`config.mk`:
```
export PLATFORM = sky130hd
export DESIGN_NAME = gaussian_window
export DESIGN_NICKNAME = d
export VERILOG_FILES = /design/src/rtl/gaussian_window.sv
export SDC_FILE = /design/constraint.sdc
export NUM_CORES = 2
export LEC_CHECK = 0
export ABC_AREA = 1
export ABC_CLOCK_PERIOD_IN_PS = 28800
export CORE_ASPECT_RATIO = 0.5
export CORE_MARGIN = 2
export CORE_UTILIZATION = 41
export CTS_BUF_LIST = sky130_fd_sc_hd__clkbuf_4 sky130_fd_sc_hd__clkbuf_8
export CTS_CLUSTER_SIZE = 8
export DETAILED_ROUTE_END_ITERATION = 7
export HOLD_SLACK_MARGIN = 0.12
export PLACE_DENSITY = 0.61
export SLEW_MARGIN = 20
export SYNTH_ARGS = -nofsm -noshare
export SYNTH_HDL_FRONTEND = slang
export SYNTH_SLANG_ARGS = --single-unit
```
`constraint.sdc`:
```
create_clock -name clk -period 28.8 [get_ports clk]
set_input_delay 2.88 -clock clk [delete_from_list [all_inputs] [get_ports clk]]
set_output_delay 2.88 -clock clk [all_outputs]
set_load 0.1 [all_outputs]
```
`src/rtl/gaussian_window.sv`:
```
// rtl/gaussian_window.sv - streaming 7x7 window generator with six line buffers
module gaussian_window #(
    parameter int BITS  = 8,
    parameter int WIDTH = 7,
    parameter int IMG_W = 64,
    parameter int IMG_H = 64
) (
    input  logic                          clk,
    input  logic                          rst,
    input  logic [BITS-1:0]               pixel_in,
    input  logic                          pixel_valid,
    input  logic                          sof,
    output logic [WIDTH*WIDTH*BITS-1:0]   window_out,
    output logic                          window_valid,
    output logic [$clog2(IMG_H)-1:0]      center_row,
    output logic [$clog2(IMG_W)-1:0]      center_col,
    output logic                          frame_done
);

    localparam int CW  = $clog2(IMG_W);
    localparam int RW  = $clog2(IMG_H);
    localparam int NLB = WIDTH - 1;
    localparam int WB  = WIDTH * WIDTH * BITS;

    localparam logic [CW-1:0] COL_LAST = CW'(IMG_W - 1);
    localparam logic [RW-1:0] ROW_LAST = RW'(IMG_H - 1);
    localparam logic [CW-1:0] COL_FULL = CW'(WIDTH - 1);
    localparam logic [RW-1:0] ROW_FULL = RW'(WIDTH - 1);
    localparam logic [CW-1:0] COL_HALF = CW'(WIDTH / 2);
    localparam logic [RW-1:0] ROW_HALF = RW'(WIDTH / 2);

    logic [CW-1:0]   col_q, col_d, cur_col;
    logic [RW-1:0]   row_q, row_d, cur_row;
    logic            complete;
    logic            last_pixel;

    // Line buffers are never reset: rows 0..5 of a frame refill them first.
    logic [BITS-1:0] lb_q    [NLB][IMG_W];
    logic [BITS-1:0] win_q   [WIDTH][WIDTH];
    logic [BITS-1:0] new_col [WIDTH];

    logic            valid_q;
    logic            done_q;
    logic [RW-1:0]   crow_q;
    logic [CW-1:0]   ccol_q;

    // Position of the pixel being accepted (sof forces it to the origin) and the next position.
    always_comb begin
        cur_col = col_q;
        cur_row = row_q;
        if (pixel_valid && sof) begin
            cur_col = '0;
            cur_row = '0;
        end
        col_d = col_q;
        row_d = row_q;
        if (pixel_valid) begin
            if (cur_col == COL_LAST) begin
                col_d = '0;
                row_d = (cur_row == ROW_LAST) ? '0 : cur_row + 1'b1;
            end else begin
                col_d = cur_col + 1'b1;
                row_d = cur_row;
            end
        end
        complete   = pixel_valid && (cur_row >= ROW_FULL) && (cur_col >= COL_FULL);
        last_pixel = (cur_row == ROW_LAST) && (cur_col == COL_LAST);
    end

    // New window column: oldest row (six back) at the top, incoming pixel at the bottom.
    always_comb begin
        for (int r = 0; r < WIDTH; r++) begin
            new_col[r] = (r == WIDTH - 1) ? pixel_in : lb_q[NLB-1-r][cur_col];
        end
    end

    // Raster position counters.
    always_ff @(posedge clk or posedge rst) begin
        if (rst) begin
            col_q <= '0;
            row_q <= '0;
        end else begin
            col_q <= col_d;
            row_q <= row_d;
        end
    end

    // Line-buffer column shift: each buffer takes the one above it, LB0 takes the new pixel.
    always_ff @(posedge clk) begin
        if (pixel_valid) begin
            lb_q[0][cur_col] <= pixel_in;
            for (int k = 1; k < NLB; k++) begin
                lb_q[k][cur_col] <= lb_q[k-1][cur_col];
            end
        end
    end

    // Window shift register: shift left on every accepted pixel, new column enters on the right.
    always_ff @(posedge clk or posedge rst) begin
        if (rst) begin
            for (int r = 0; r < WIDTH; r++) begin
                for (int c = 0; c < WIDTH; c++) begin
                    win_q[r][c] <= '0;
                end
            end
        end else if (pixel_valid) begin
            for (int r = 0; r < WIDTH; r++) begin
                for (int c = 0; c < WIDTH - 1; c++) begin
                    win_q[r][c] <= win_q[r][c+1];
                end
                win_q[r][WIDTH-1] <= new_col[r];
            end
        end
    end

    // Registered status: valid/done pulse per completed window; centre holds between windows.
    always_ff @(posedge clk or posedge rst) begin
        if (rst) begin
            valid_q <= 1'b0;
            done_q  <= 1'b0;
            crow_q  <= '0;
            ccol_q  <= '0;
        end else begin
            valid_q <= complete;
            done_q  <= complete && last_pixel;
            if (complete) begin
                crow_q <= cur_row - ROW_HALF;
                ccol_q <= cur_col - COL_HALF;
            end
        end
    end

    // Pack A[r][c] with A[0][0] in the most significant byte.
    for (genvar gr = 0; gr < WIDTH; gr++) begin : g_row
        for (genvar gc = 0; gc < WIDTH; gc++) begin : g_col
            assign window_out[WB-1-BITS*(WIDTH*gr+gc) -: BITS] = win_q[gr][gc];
        end
    end

    assign window_valid = valid_q;
    assign frame_done   = done_q;
    assign center_row   = crow_q;
    assign center_col   = ccol_q;

endmodule

```
# Yosys cells after proc, flatten, opt, wreduce, memory -nomap -nowiden
# Memory sizes are Yosys's and may differ from the RTL's.
# Cells that the tools add are included.
[word_totals]
reg_bits = 418
ram_bits = 3072
in_bits = 12
wordCells = 100
mem_count = 1
[mem_list]
columns = ["name", "depth", "word_bits", "rd", "rd_ports_with_merged_regs", "wr", "line_no", "rtl"]
rows = [
  ["lb_q", 6, 512, 6, 0, 6, "38", "logic [BITS-1:0] lb_q [NLB][IMG_W];"],
]
[op_classes]
addsub = 4
order_cmp = 4
eq_ne = 2
muxes = 27
bitwise = 1
reduce_logical = 6
[ops]
columns = ["op", "count"]
rows = [
  ["two-way mux 512 bit", 1],
  ["binary-select mux 8 bit (select 6 bit)", 6],
  ["two-way mux 8 bit", 13],
  ["demux 8 bit (select 6 bit)", 1],
  ["two-way mux 6 bit", 5],
  ["adder 6 x 1 -> 6 bit (second input constant)", 2],
  ["equality test 6 bit (second input constant)", 2],
  ["greater-or-equal comparator 6 x 3 -> 1 bit (second input constant)", 2],
  ["subtractor 6 x 2 -> 6 bit (second input constant)", 2],
  ["greater-or-equal comparator 7 bit (second input constant)", 1],
  ["less-than comparator 7 x 1 -> 1 bit (second input constant)", 1],
  ["inverter 6 -> 7 bit", 1],
  ["logical AND 1 bit", 6],
  ["two-way mux 1 bit", 1],
]

# Logic depth before layout (Yosys ltp)
[depth]
depth_word = 8
depth_mapped = 17
mapped_depth_nobuf = 15

# Worst setup path after synthesis
# No wires, ideal clock.
[synth_timing]
path_kind = "input port to flip-flop"
startpoint = "input sof"
endpoint = "memory lb_q[0][256] (netlist bit) (enable)"
setup_ns = 0.454
t_arrival_ns = 6.109
required_ns = 28.346
path_slack_ns = 22.237
stages = 9
path_cell_list = "nand2_2 buf_6 nand2_4 nor2_4 inv_1 nor2_1 clkbuf_1 inv_1 nor2_1"
[synth_rtl]
columns = ["item", "line_no", "rtl"]
rows = [
  ["start, declared", "12", "input logic sof,"],
  ["end, declared", "38", ""],
]

==> impl_metrics.toml <==
[run_status]
outcome = "finished, violations left"
failed_checks = "antenna rules"

[global_routing]
overflow = 0
antenna_found_initial = 26
grt_max_degree = 184
grt_pass1_wl_mm = 691
grtUsageTotal_pct = 25.7
grt_pass1_vias = 98800

[logic_synthesis]
synth_cells = 14300
synth_cell_types = 34
syn_nets = 14300
syn_area_mm2 = 0.147
yosysWarnings = 0
avgSynthCellArea_um2 = 10.3
ys_ff_latch = 3490
ys_seq_area_share_pct = 69.9

[floorplanning]
die_area_mm2 = 0.364
pin_count = 418
initial_core_util_pct = 41.2
die_w_um = 851
core_mm2 = 0.357
num_rows = 155
die_y_um = 427

[setup_path]
cp-startpoint = "sof"
startpoint_type = "input port"
regToRegSetupSlack_ns = 21.51
r2r-start = "col_q[0]"
cp_top_family = "buffers and inverters"
cp_max_fo = 83
r2r_cells = 18
cp.depth = 20
path_buf_inv = 8
worstPathArrival_ns = 10.10
critPathKind = "input port to register"
r2r_end = "lb_q[1][224]"
crit_slowest_cell = "buf_4"
cp_common_cell = "nand2_1"
crit_chain = "clkdlybuf4s50_1 > nand2_8 > nand2_4 > buf_4 > buf_4 > buf_4 > buf_4 > buf_4 > buf_4 > nand2_1 > nand2_1 > nand2_1 > nand2_1 > nand2_1 > nand2_1 > nand2_1 > nand2_1 > nor2_1 > nand2_2 > buf_4"
cp-endpoint = "lb_q[1][224]"
end_kind = "register"
required_ns = 29.51
max_stage_delay_ns = 0.85

[route]
dr.pass1.iters = 6
wl_mm = 483
ant_nets = 1
route.detailed.drc = 0
routedWlPerCell_um = 24.4
vias = 106000
drt_first_iter_violations = 13700
avgViaCountPerCell = 5.36

[clock_tree]
cts_setup_buffers = 0
cts_root_buf = "clkbuf_8"
cts_buffer_depth = 4
cts_sinks = 3490
cts_tree = "yes"
cts_resized = 0
cts_hold_buf = 0
cts_buffers = 538
clk_pin_slew_ns = 0.06
cts_htree_levels = 6
clk_latency_ns = 1.12

[timing]
clock_skew_ns = 0.103
worst_pin_slew_ns = 1.27
fmaxAchievable_mhz = 107
period_share_pct = 32.6
final.min_clock_period_ns = 9.39
setup_tns_ns = 0
relSlewSlack_pct = 15.4
hold_viol = 0
drv_slew = 0
setup_viol = 0
rsz0062_at_grt = "no"

[placement]
place_congestion = 0.827
place_hpwl_mm = 257
dp_cells = 18900
io_buffer_count = 417
placed_cell_area_mm2 = 0.156

[cells_and_area]
fillers = 32700
syn_to_final_growth_pct = 13.1
final_core_util_pct = 46.6
design_area_mm2 = 0.166
finalNonFillerCells = 19800
fin_nets = 14700
drive_above_1_share_pct = 8.29

[power]
ir_drop_mv = 0.0608
p_leak_uw = 0.0701
powerDensity_mw_per_mm2 = 89.9

[run]
maxCapViolCount = 0

[worst_hold_path]
hp-class = "register to register"
[metal layers]
| layer | global-route usage (%) | wire length, um | up-vias |
|---|---|---|---|
| met5 | 0 | 55 | - |
| met4 | 9.09 | 16800 | 8 |
| met3 | 5.56 | 53800 | 998 |
| met2 | 39.4 | 214000 | 5778 |
| met1 | 36.4 | 198000 | 51900 |
| li1 | - | - | 47400 |
[placed cells by master, fill, tap and decap left out, types with 15 or more instances in the layout]
cell type           n
nand2_1          6707
edfxtp_1         3072
nand3_1          1242
inv_1            1062
clkbuf_8          566
dfrtp_1           415
clkdlybuf4s50_1   403
buf_4             250
nor2_1            226
clkbuf_4          210
nand3b_1          153
o21ai_0           144
o211ai_1          127
nand4_1            90
nor2_4             73
clkinv_1           46
nand2_2            32
diode_2            16
o21ai_1            16
nand2_4            15
inv_6              15
[cell families after synthesis]
group | count (synthesis) | synth area share (%)
XOR/XNOR | 7 | 0.0417
adder cells (fa/ha/maj) | 4 | 0.0340
flip-flops | 3490 | 69.9
buffers and inverters | 1899 | 5.25
AO/OA/AOI/OAI | 305 | 1.28
AND/OR/NAND/NOR | 8569 | 23.5
[cells in the mapped netlist]
library cell | number | area [um^2]
nand2_2 | 4 | 25.0
buf_4 | 34 | 255
buf_2 | 358 | 1790
a21oi_1 | 2 | 10.0
nor2_2 | 5 | 31.3
a31oi_1 | 1 | 6.26
nand4_1 | 90 | 563
xnor2_1 | 1 | 8.76
o211ai_1 | 127 | 953
inv_1 | 1065 | 4000
nand3b_1 | 153 | 1150
nor3_1 | 12 | 60.1
buf_6 | 3 | 33.8
nand2_4 | 1 | 11.3
ha_1 | 4 | 50.1
nand2_1 | 6750 | 25300
xor2_1 | 6 | 52.6
o21a_1 | 1 | 7.51
inv_2 | 11 | 41.3
nand3_1 | 1242 | 6220
edfxtp_1 | 3072 | 92200
o21ai_1 | 17 | 85.1
o21ai_0 | 144 | 721
o21bai_1 | 8 | 60.1
nor2_4 | 1 | 11.3
o32ai_1 | 1 | 8.76
nor2_1 | 297 | 1110
clkinv_1 | 23 | 86.3
dfrtp_1 | 418 | 10500
a221oi_1 | 1 | 8.76
clkbuf_1 | 319 | 1200
o22ai_1 | 3 | 18.8
or2_2 | 14 | 87.6
buf_1 | 86 | 323
[where the power goes]
group | switching [uW] | total (uW) | internal (uW)
combinational | 3530 | 4310 | 777
sequential | 205 | 6610 | 6400
clock | 1960 | 4030 | 2070
[registers in the layout, summed over array words and instances, names as in the netlist]
register,count
row_q,6
center_row,6
center_col,6
lb_q,3072
window_valid,1
window_out,392
col_q,6
frame_done,1
[per-stage QoR]
stage / hold slack (ns) / power, uW / setup slack, ns
2_1_floorplan: 0.491 / 9430 / 14.29
3_3_place_gp: 0.454 / 10900 / 18.40
3_5_place_dp: 0.457 / 11000 / 18.45
4_1_cts: 0.456 / 14900 / 19.55
5_1_grt: 0.480 / 15500 / 19.00
6_report: 0.454 / 14900 / 19.41
[worst min-delay path by stage]
stage	startpoint	depth (start not counted)	slack, ns	endpoint
6_report	window_out[238]	2	0.45	window_out[246]
5_1_grt	window_out[238]	2	0.48	window_out[246]
4_1_cts	window_out[238]	2	0.46	window_out[246]
3_5_place_dp	window_out[390]	2	0.46	window_out[390]
3_3_place_gp	window_out[272]	2	0.45	window_out[272]
2_1_floorplan	row_q[0]	2	0.49	row_q[0]
[area by class of cell]
type	instances	area (um^2)	share of cell area [%]
antenna	16	40.0	0.0241
clock buffer	776	9370	5.63
clock inverter	60	390	0.235
inverter	1099	4160	2.50
multi-input combinational	8885	37300	22.5
sequential	3490	103000	61.8
tap	4788	5990	3.60
timing repair buffer	676	6260	3.77
[worst reg2reg max path, stage by stage (launching register included)]
cell and delay, ns:
dfrtp_4 0.65, nand2_4 0.29, buf_4 0.50, buf_4 0.74, buf_4 0.88, buf_4 0.74, buf_4 0.88, buf_4 0.71
nand2_1 0.12, nand2_1 0.09, nand2_1 0.05, nand2_1 0.10, nand2_1 0.06, nand2_1 0.09, nand2_1 0.05, nand2_1 0.08
nor2_1 0.08, nand2_2 0.17, buf_4 0.61
No activity file was read; power rests on OpenSTA's default activity.
